[src/rtl/seq_gen_1011_pkg.sv]
// -----------------------------------------------------------------------------
// seq_gen_1011_pkg
// Shared definitions for the 1011 serial pattern generator and the attached
// non-overlapping 1011 detector:
//   gen_state_e     - generator FSM encoding (IDLE=0, SHIFT=1, GAP=2, DONE=3)
//   det_state_e     - detector FSM encoding (progress through 1-0-1-1)
//   DEFAULT_PATTERN - pattern sent when the run-time pattern is not selected
// -----------------------------------------------------------------------------
package seq_gen_1011_pkg;

    typedef enum logic [1:0] {
        ST_IDLE  = 2'd0,
        ST_SHIFT = 2'd1,
        ST_GAP   = 2'd2,
        ST_DONE  = 2'd3
    } gen_state_e;

    // Detector states name the prefix of 1011 matched so far.
    typedef enum logic [1:0] {
        DET_S0   = 2'd0,
        DET_S1   = 2'd1,
        DET_S10  = 2'd2,
        DET_S101 = 2'd3
    } det_state_e;

    localparam logic [3:0] DEFAULT_PATTERN = 4'b1011;

endpackage : seq_gen_1011_pkg

[src/rtl/seq_gen_cnt.sv]
// -----------------------------------------------------------------------------
// seq_gen_cnt
// Loadable down-counter with zero flag. Used by the generator as the bit
// counter (bits left in the current copy) and as the gap counter.
// Ports:
//   clk_i       clock
//   rst_i       asynchronous active-low reset, clears the count
//   clr_i       synchronous clear (highest priority)
//   load_i      load load_val_i
//   load_val_i  value to load
//   dec_i       decrement by one; saturates at zero
//   zero_o      count is zero
// -----------------------------------------------------------------------------
module seq_gen_cnt #(
    parameter int W = 4
) (
    input  logic         clk_i,
    input  logic         rst_i,
    input  logic         clr_i,
    input  logic         load_i,
    input  logic [W-1:0] load_val_i,
    input  logic         dec_i,
    output logic         zero_o
);

    logic [W-1:0] r_cnt;

    // Count register: clear > load > decrement > hold.
    always_ff @(posedge clk_i or negedge rst_i) begin
        if (!rst_i) begin
            r_cnt <= '0;
        end else if (clr_i) begin
            r_cnt <= '0;
        end else if (load_i) begin
            r_cnt <= load_val_i;
        end else if (dec_i && (r_cnt != '0)) begin
            r_cnt <= r_cnt - W'(1);
        end else begin
            r_cnt <= r_cnt;
        end
    end

    assign zero_o = (r_cnt == '0);

endmodule : seq_gen_cnt

[src/rtl/seq_gen_1011.sv]
// -----------------------------------------------------------------------------
// seq_gen_1011
// Serial burst generator. On start it latches a pattern (pat_i or PATTERN),
// a repetition count and a gap length, then emits rep copies of the pattern
// MSB-first, separated by gap zero bits, followed by a one-cycle done pulse.
// All outputs come straight from flops.
// Ports:
//   clk_i      clock
//   rst_i      asynchronous active-low reset
//   start_i    request a burst (only honoured in IDLE)
//   abort_i    synchronous cancel, returns to IDLE without done_o
//   use_pat_i  1 = send pat_i, 0 = send PATTERN
//   pat_i      run-time pattern
//   rep_i      number of copies
//   gap_i      zero bits between copies
//   d_o        serial data
//   valid_o    d_o carries a burst bit (pattern or gap)
//   busy_o     not in IDLE
//   done_o     one-cycle pulse at burst end
//   sent_o     copies completed in current/last burst
// -----------------------------------------------------------------------------
module seq_gen_1011
    import seq_gen_1011_pkg::*;
#(
    parameter int               PAT_W   = 4,
    parameter logic [PAT_W-1:0] PATTERN = DEFAULT_PATTERN,
    parameter int               REP_W   = 4,
    parameter int               GAP_W   = 3
) (
    input  logic             clk_i,
    input  logic             rst_i,
    input  logic             start_i,
    input  logic             abort_i,
    input  logic             use_pat_i,
    input  logic [PAT_W-1:0] pat_i,
    input  logic [REP_W-1:0] rep_i,
    input  logic [GAP_W-1:0] gap_i,
    output logic             d_o,
    output logic             valid_o,
    output logic             busy_o,
    output logic             done_o,
    output logic [REP_W-1:0] sent_o
);

    localparam int BCNT_W = (PAT_W > 1) ? $clog2(PAT_W) : 1;
    // The first bit of a copy leaves with the load, so the counter only has
    // to cover the remaining PAT_W-1 bits.
    localparam logic [BCNT_W-1:0] BIT_LAST = BCNT_W'(PAT_W - 1);

    gen_state_e       r_state;
    gen_state_e       w_state_nxt;
    logic [PAT_W-1:0] r_pat;
    logic [PAT_W-1:0] w_pat_nxt;
    logic [PAT_W-1:0] r_shift;
    logic [PAT_W-1:0] w_shift_nxt;
    logic [REP_W-1:0] r_rep;
    logic [REP_W-1:0] w_rep_nxt;
    logic [GAP_W-1:0] r_gap;
    logic [GAP_W-1:0] w_gap_nxt;
    logic [REP_W-1:0] r_sent;
    logic [REP_W-1:0] w_sent_nxt;
    logic [REP_W-1:0] w_sent_inc;
    logic [PAT_W-1:0] w_pat_sel;

    logic r_d;
    logic w_d_nxt;
    logic r_valid;
    logic w_valid_nxt;
    logic r_busy;
    logic w_busy_nxt;
    logic r_done;
    logic w_done_nxt;

    logic w_bit_clr;
    logic w_bit_load;
    logic w_bit_dec;
    logic w_bit_zero;
    logic w_gap_clr;
    logic w_gap_load;
    logic w_gap_dec;
    logic w_gap_zero;

    assign w_pat_sel  = use_pat_i ? pat_i : PATTERN;
    assign w_sent_inc = r_sent + REP_W'(1);

    seq_gen_cnt #(
        .W (BCNT_W)
    ) u_bit_cnt (
        .clk_i      (clk_i),
        .rst_i      (rst_i),
        .clr_i      (w_bit_clr),
        .load_i     (w_bit_load),
        .load_val_i (BIT_LAST),
        .dec_i      (w_bit_dec),
        .zero_o     (w_bit_zero)
    );

    // Gap counter is loaded with gap-1 because the first gap bit goes out
    // together with the load.
    seq_gen_cnt #(
        .W (GAP_W)
    ) u_gap_cnt (
        .clk_i      (clk_i),
        .rst_i      (rst_i),
        .clr_i      (w_gap_clr),
        .load_i     (w_gap_load),
        .load_val_i (r_gap - GAP_W'(1)),
        .dec_i      (w_gap_dec),
        .zero_o     (w_gap_zero)
    );

    // FSM state plus the burst context latched at start.
    always_ff @(posedge clk_i or negedge rst_i) begin
        if (!rst_i) begin
            r_state <= ST_IDLE;
            r_pat   <= '0;
            r_shift <= '0;
            r_rep   <= '0;
            r_gap   <= '0;
            r_sent  <= '0;
        end else begin
            r_state <= w_state_nxt;
            r_pat   <= w_pat_nxt;
            r_shift <= w_shift_nxt;
            r_rep   <= w_rep_nxt;
            r_gap   <= w_gap_nxt;
            r_sent  <= w_sent_nxt;
        end
    end

    // Output flops; their next values are decoded together with the state.
    always_ff @(posedge clk_i or negedge rst_i) begin
        if (!rst_i) begin
            r_d     <= 1'b0;
            r_valid <= 1'b0;
            r_busy  <= 1'b0;
            r_done  <= 1'b0;
        end else begin
            r_d     <= w_d_nxt;
            r_valid <= w_valid_nxt;
            r_busy  <= w_busy_nxt;
            r_done  <= w_done_nxt;
        end
    end

    // Next-state, counter control and next-output decode. The d/valid
    // values computed here are what appear on the outputs in the state
    // being entered, which gives the one-cycle start latency.
    always_comb begin
        w_state_nxt = r_state;
        w_pat_nxt   = r_pat;
        w_shift_nxt = r_shift;
        w_rep_nxt   = r_rep;
        w_gap_nxt   = r_gap;
        w_sent_nxt  = r_sent;
        w_d_nxt     = 1'b0;
        w_valid_nxt = 1'b0;
        w_done_nxt  = 1'b0;
        w_bit_clr   = 1'b0;
        w_bit_load  = 1'b0;
        w_bit_dec   = 1'b0;
        w_gap_clr   = 1'b0;
        w_gap_load  = 1'b0;
        w_gap_dec   = 1'b0;

        case (r_state)
            ST_IDLE: begin
                if (start_i && !abort_i) begin
                    w_pat_nxt  = w_pat_sel;
                    w_rep_nxt  = rep_i;
                    w_gap_nxt  = gap_i;
                    w_sent_nxt = '0;
                    if (rep_i != '0) begin
                        w_state_nxt = ST_SHIFT;
                        w_d_nxt     = w_pat_sel[PAT_W-1];
                        w_shift_nxt = w_pat_sel << 1;
                        w_valid_nxt = 1'b1;
                        w_bit_load  = 1'b1;
                    end else begin
                        w_state_nxt = ST_DONE;
                        w_done_nxt  = 1'b1;
                    end
                end else begin
                    w_state_nxt = ST_IDLE;
                end
            end

            ST_SHIFT: begin
                if (abort_i) begin
                    w_state_nxt = ST_IDLE;
                    w_bit_clr   = 1'b1;
                    w_gap_clr   = 1'b1;
                end else if (!w_bit_zero) begin
                    w_d_nxt     = r_shift[PAT_W-1];
                    w_shift_nxt = r_shift << 1;
                    w_valid_nxt = 1'b1;
                    w_bit_dec   = 1'b1;
                end else begin
                    // Last bit of this copy is on d_o now.
                    w_sent_nxt = w_sent_inc;
                    if (w_sent_inc == r_rep) begin
                        w_state_nxt = ST_DONE;
                        w_done_nxt  = 1'b1;
                    end else if (r_gap != '0) begin
                        w_state_nxt = ST_GAP;
                        w_valid_nxt = 1'b1;
                        w_gap_load  = 1'b1;
                    end else begin
                        w_state_nxt = ST_SHIFT;
                        w_d_nxt     = r_pat[PAT_W-1];
                        w_shift_nxt = r_pat << 1;
                        w_valid_nxt = 1'b1;
                        w_bit_load  = 1'b1;
                    end
                end
            end

            ST_GAP: begin
                if (abort_i) begin
                    w_state_nxt = ST_IDLE;
                    w_bit_clr   = 1'b1;
                    w_gap_clr   = 1'b1;
                end else if (!w_gap_zero) begin
                    w_valid_nxt = 1'b1;
                    w_gap_dec   = 1'b1;
                end else begin
                    w_state_nxt = ST_SHIFT;
                    w_d_nxt     = r_pat[PAT_W-1];
                    w_shift_nxt = r_pat << 1;
                    w_valid_nxt = 1'b1;
                    w_bit_load  = 1'b1;
                end
            end

            ST_DONE: begin
                // Abort or not, DONE always ends in IDLE after one cycle.
                w_state_nxt = ST_IDLE;
            end

            default: begin
                w_state_nxt = ST_IDLE;
                w_bit_clr   = 1'b1;
                w_gap_clr   = 1'b1;
            end
        endcase

        w_busy_nxt = (w_state_nxt != ST_IDLE);
    end

    assign d_o     = r_d;
    assign valid_o = r_valid;
    assign busy_o  = r_busy;
    assign done_o  = r_done;
    assign sent_o  = r_sent;

endmodule : seq_gen_1011

[config.mk]
export PLATFORM = sky130hd
export DESIGN_NAME = seq_gen_1011
export DESIGN_NICKNAME = d
export VERILOG_FILES = /design/src/rtl/seq_gen_1011_pkg.sv /design/src/rtl/seq_gen_cnt.sv /design/src/rtl/seq_gen_1011.sv
export SDC_FILE = /design/constraint.sdc
export NUM_CORES = 1
export LEC_CHECK = 0
export CAP_MARGIN = 30
export CORE_ASPECT_RATIO = 1.25
export CORE_MARGIN = 5
export CORE_UTILIZATION = 59
export CTS_CLUSTER_DIAMETER = 80
export CTS_CLUSTER_SIZE = 8
export DETAILED_ROUTE_END_ITERATION = 8
export GPL_TIMING_DRIVEN = 0
export PLACE_DENSITY = 0.85
export REMOVE_ABC_BUFFERS = 1
export SYNTH_ARGS = -nofsm -noshare
export SYNTH_HDL_FRONTEND = slang
export SYNTH_SLANG_ARGS = --single-unit
[constraint.sdc]
create_clock -name clk_i -period 4.2 [get_ports clk_i]
set_input_delay 0.42 -clock clk_i [delete_from_list [all_inputs] [get_ports clk_i]]
set_output_delay 0.42 -clock clk_i [all_outputs]
set_load 0.02 [all_outputs]
# After elaboration in Yosys (flattened, before gate mapping)
# Index checks and enable logic that the tools add are counted.
classes:
  add_sub_neg: 4
  n_eq_ne: 12
  muxes: 71
  reduce_logical: 20
op_table:
  columns: ["operator", "n"]
  rows:
  - ["$mux 4", 12]
  - ["$mux 1", 38]
  - ["$mux 2", 11]
  - ["$reduce_bool 3->1", 5]
  - ["$ne 2x2->1 const B", 6]
  - ["$pmux 4 s3", 1]
  - ["$mux 3", 3]
  - ["$pmux 1 s3", 3]
  - ["$pmux 2 s4", 1]
  - ["$pmux 4 s2", 1]
  - ["$reduce_and 8->1", 1]
  - ["$ne 3x3->1 const B", 2]
  - ["$reduce_bool 2->1", 3]
  - ["$sub 3x1->3 const B", 2]
  - ["$add 4x1->4 const B", 1]
  - ["$eq 2x2->1 const B", 2]
  - ["$eq 4x4->1", 1]
  - ["$logic_not 2->1", 2]
  - ["$reduce_and 4->1", 1]
  - ["$reduce_bool 4->1", 1]
  - ["$logic_and 1x1->1", 3]
  - ["$logic_not 3->1", 1]
  - ["$eq 2x1->1 const B", 1]
  - ["$pmux 1 s2", 1]
  - ["other kinds (4)", 4]
totals:
  register_bits: 30
  input_bits: 16
  out_inout_bits: 8
  wordCells: 119

# Longest topological paths before layout
logic_depth:
  ltp_word: 8
  ltp_mapped: 11
  mapped_depth_nobuf: 10

# Cells and area by module
# A second synthesis with hierarchy kept.
hier_totals:
  hier_cells: 181
  hier_area_um2: 1795.5
by_module_without_submodules:
  columns: ["module", "instances", "cells_each", "area_each_um2", "seq_area_each_um2"]
  rows:
  - ["seq_gen_1011", 1, 146, 1445.1, 600.6]
  - ["seq_gen_cnt at u_gap_cnt", 1, 21, 200.2, 75.1]
  - ["seq_gen_cnt at u_bit_cnt", 1, 14, 150.1, 50.0]

# Worst setup path before layout
# No wires, ideal clock.
synth_path:
  kind: "flip-flop to flip-flop"
  startpoint: "reg r_sent[0], in the netlist sent_o[0]"
  endpoint: "reg u_gap_cnt.r_cnt[1]"
  setup_time_ps: 124
  t_arrival_ps: 2287
  required_time_ps: 4076
  slack_ps: 1789
  path_stages_with_launch: 9
  n_path_buf: 0
  period_less_slack_ps: 2411
  path_cell_list: "dfrtp_1 ha_1 xnor3_1 and3_4 a21o_4 mux2i_1 ha_1 a211oi_1 a211o_1"
synth_via:
  elab_chain_cells: 8
  word_cells_on_any_way: 9
  cone_classes: "1 x add/sub; 1 x eq/ne; 6 x mux; 1 x reduce/logical"
synth_rtl:
  columns: ["element", "line_no", "rtl"]
  rows:
  - ["start: declaration", "seq_gen_1011.sv:60", "logic [REP_W-1:0] r_sent;"]
  - ["start signal: assignment", "seq_gen_1011.sv:127", "r_sent <= w_sent_nxt;"]
  - ["$add 4x1->4 (*)", "seq_gen_1011.sv:84", "assign w_sent_inc = r_sent + REP_W'(1);"]
  - ["$eq 4x4->1 (*)", "seq_gen_1011.sv:201", "if (w_sent_inc == r_rep) begin"]
  - ["$mux 1 (*)", "seq_gen_1011.sv:201", null]
  - ["$mux 1 (*)", "seq_gen_1011.sv:193", "end else if (!w_bit_zero) begin"]
  - ["$mux 1 (*)", "seq_gen_1011.sv:189", "if (abort_i) begin"]
  - ["$mux 1 (*)", "seq_gen_1011.sv:166", "case (r_state)"]
  - ["$mux 3", "seq_gen_cnt.sv:34", "end else if (load_i) begin"]
  - ["$mux 3", "seq_gen_cnt.sv:32", "end else if (clr_i) begin"]
  - ["end signal: assignment", "seq_gen_cnt.sv:35", "r_cnt <= load_val_i;"]
  - ["end signal: assignment", "seq_gen_cnt.sv:37", "r_cnt <= r_cnt - W'(1);"]
  - ["end signal: assignment", "seq_gen_cnt.sv:39", "r_cnt <= r_cnt;"]
  - ["end: declaration", "seq_gen_cnt.sv:26", "logic [W-1:0] r_cnt;"]
# Every way passes the cells marked *; elsewhere a longest branch is shown, timed or not.
# A chain may end at the register's enable or synchronous reset.

# Worst setup path in the final report
layout_path:
  startpoint: "reg r_state[1]"
  endpoint: "reg u_gap_cnt.r_cnt[1]"
layout_via:
  elab_chain_cells: 4
  word_cells_on_any_way: 10
  cone_classes: "2 x eq/ne; 5 x mux; 3 x reduce/logical"
layout_rtl:
  columns: ["element", "line_no", "rtl"]
  rows:
  - ["start: declaration", "seq_gen_1011.sv:50", "gen_state_e r_state;"]
  - ["start signal: assignment", "seq_gen_1011.sv:122", "r_state <= w_state_nxt;"]
  - ["$eq 2x2->1 / $eq 2x1->1 (equally long branches)", "seq_gen_1011.sv:166", null]
  - ["$reduce_or 2->1 (no source line) / $mux 1 (equally long branches)", null, null]
  - ["$mux 1, or another cell as far along", null, null]
  - ["$reduce_bool 3->1 (no source line) / $mux 3 (equally long branches)", null, null]
# Parallel ways exist; a longest one is shown, timed or not.

==> flow_summary.toml <==
[final_layout]
final_cell_mix = "29 x dfrtp_1, 23 x clkdlybuf4s50_1, 14 x o21ai_0, 14 x mux2_2"
layoutNonFillerInstCount = 238
finalNetCount = 224
post-route-cell-area_um2 = 2110
antennaDiodeCount = 0
final.fill_count = 236
syn2layout_area_growth_pct = 18.0
drive_gt1_share_pct = 13.9
fin_util_pct = 72.3
final_common_cell = "dfrtp_1"

[die]
die_area_um2 = 4240
core_um2 = 2920
die_y_um = 71.5
rows = 22
fp.dieW_um = 59.2
io_pins = 24
floorplan.initialDensity_pct = 61.2

[place]
io_buffer_count = 23
place.gp.congestion = 0.879
dpl.cell_count = 230
hpwl_um = 3160
dpl_cell_area_um2 = 2060

[clocking]
cts_buffers = 5
clk_transition_reported_paths_ps = 90
cts_root_buf = "clkbuf_4"
cts_hold_buf = 0
insertion_delay_ps = 340
post_cts_buffers = 0
cts_tree = "done"
clockBufferDepth = 2
clkSinkCount = 29
ctsResizeCount = 0
htree_levels = 2

[logic_synthesis]
synth.avg_cell_area_um2 = 10.3
synth-seq-cells = 29
synthArstFlopShare_pct = 100
yosysUniqueCellTypes = 52
synth_mux_area_share_pct = 11.1
syn_area_um2 = 1790
synth_top_family_by_area = "compound AO/OA/AOI/OAI gates"
synth-compound-area-share_pct = 20.4
synth_edf_count = 0
synthSimpleGateAreaFrac_pct = 14.7
synthXorXnorAreaFrac_pct = 5.18
yosysWarnings = 0
synthCells = 174
synth_seq_area_share_pct = 40.6
ys.flop_type = "dfrtp_1"
synthAdderAreaFrac_pct = 4.90

[timing]
final_max_slew_viol_count = 0
setup_viol_count_final = 0
hold_ws_ps = 503
skew_ps = 11.6
worst_slew_pin_slew_ps = 816
hold_violations = 0
max_freq_ghz = 0.395
relSlewSlack_pct = 45.5
grt_setup_unrepaired = "no"
period_share_pct = 60.3
period_minus_slack_ps = 2530
setup-tns-final_ps = 0

[detailed_routing]
viasPerCell = 6.24
drc = 0
drtIter0Drc = 75
num_vias = 1486
detail-route-antenna-nets = 0
routed_wl_um = 4070
wl_per_cell_um = 17.1
first_pass_iters = 5

[critical_path]
crit_fanout = 10
critical_path_class = "flip-flop to flip-flop"
cp-end-kind = "flip-flop"
reg2reg_slack_ps = 1670
cp.arrival_ps = 2750
reg2reg_depth = 9
cp-start-kind = "flip-flop"
r2r_end = "u_gap_cnt.r_cnt[1]"
critPathRequiredTime_ps = 4420
reg2reg_from = "r_state[1]"

[pwr]
max-vdd-ir-drop_v = 0.000357
p_seq_share_pct = 37.2
switching_share_pct = 41.0
power.switching_w = 0.000520
clock_power_share_pct = 12.5
leakagePower_nw = 0.904
internal_power_w = 0.000750
combPwrFrac_pct = 50.3
p_per_area_nw_per_um2 = 603

[min_path]
hold_class = "primary input to async pin"

[global_route]
grt_pass1_wl_um = 6870
grt_use_total_pct = 21.2
grt_overflow = 0
antenna_found_initial = 0
grt_max_degree = 19
grt_pass1_vias = 1518

[status]
status = "completed"

[run]
max-cap-violations = 0
==> metrics by stage <==
step	power (W)	setup WS, ps
final	0.00127	1670
after global routing	0.00137	1510
after detailed placement	0.00111	1450
after global placement	0.00107	1490
after floorplan	0.000926	1790
after CTS	0.00127	1700
==> worst max-delay path by stage <==
stage	startpoint	end	slack, ps	depth (start not counted)
2_1_floorplan	sent_o[0]	u_gap_cnt.r_cnt[1]	1790	8
3_3_place_gp	abort_i	u_gap_cnt.r_cnt[1]	1490	8
3_5_place_dp	abort_i	u_gap_cnt.r_cnt[1]	1450	8
4_1_cts	r_state[1]	u_gap_cnt.r_cnt[1]	1700	9
5_1_grt	r_state[1]	u_gap_cnt.r_cnt[2]	1510	10
6_report	r_state[1]	u_gap_cnt.r_cnt[1]	1670	9
==> worst max-delay path, stage by stage (launching register included) <==
cell and delay [ps]:
dfrtp_1 460, inv_1 120, ha_1 370, nand3b_1 140, or2_2 340, a21o_4 220, mux2i_1 120, ha_1 310
a211oi_1 50, a211o_1 280
==> cell usage after synthesis (all sizes together) (2+ instances only) <==
| cell | number | area [um^2] |
|---|---|---|
| a211oi | 2 | 15.0 |
| a21o | 2 | 23.8 |
| a21oi | 6 | 30.0 |
| a221oi | 2 | 17.5 |
| a31oi | 2 | 12.5 |
| a41oi | 2 | 17.5 |
| and2 | 2 | 12.5 |
| and3 | 3 | 23.8 |
| buf | 2 | 10.0 |
| clkbuf | 2 | 7.51 |
| dfrtp | 29 | 726 |
| ha | 7 | 87.6 |
| inv | 10 | 37.5 |
| mux2 | 14 | 158 |
| mux2i | 4 | 40.0 |
| nand2 | 10 | 37.5 |
| nand2b | 2 | 12.5 |
| nand3 | 2 | 10.0 |
| nand3b | 3 | 22.5 |
| nor2 | 8 | 30.0 |
| nor2b | 6 | 37.5 |
| nor3 | 4 | 20.0 |
| nor3b | 2 | 15.0 |
| o211ai | 3 | 27.5 |
| o21ai | 15 | 75.1 |
| o22ai | 2 | 12.5 |
| xnor2 | 3 | 26.3 |
| xor2 | 5 | 43.8 |
==> power groups by stage <==
stage / Combinational, W / Sequential [W] / Clock (W)
after global placement: 0.000607 / 0.000465 / 0
final: 0.000639 / 0.000473 / 0.000159
after CTS: 0.000637 / 0.000470 / 0.000162
after floorplan: 0.000453 / 0.000472 / 0
after global routing: 0.000706 / 0.000486 / 0.000177
after detailed placement: 0.000634 / 0.000477 / 0
==> state kept, by name, indices dropped and copies added (netlist names) <==
signal,flops
r_state,2
d_o,1
sent_o,4
busy_o,1
valid_o,1
r_pat,4
u_gap_cnt.r_cnt,3
r_shift,3
u_bit_cnt.r_cnt,2
done_o,1
r_rep,4
r_gap,3
==> cells by family (layout without fill, tap and decap cells) <==
group                      Yosys count  after routing
muxes                               18             18
adders and majority gates            7              7
xor gates and xnor gates             9              9
DFF                                 29             29
buffers and inverters               14             42
AOI/OAI and AO/OA                   49             49
and+or+nand+nor                     48             48
==> per-layer routing <==
layer  track usage, %  up-vias  routed length [um]
met5                0        -                   0
met4             8.82        0                  75
met3             5.59        8                 255
met2             37.2       53                2190
met1             23.6      730                1540
li1                 -      695                   -
==> area by class of cell <==
class                           count  area [um^2]  area share [%]
Timing Repair Buffer               24          245            11.6
Tap cell                           36         45.0            2.14
Clock buffer                        8         48.8            2.31
Sequential cell                    29          726            34.4
Inverter                           10         37.5            1.78
Multi-Input combinational cell    131         1010            47.7
No activity file was read; power rests on OpenSTA's default activity.
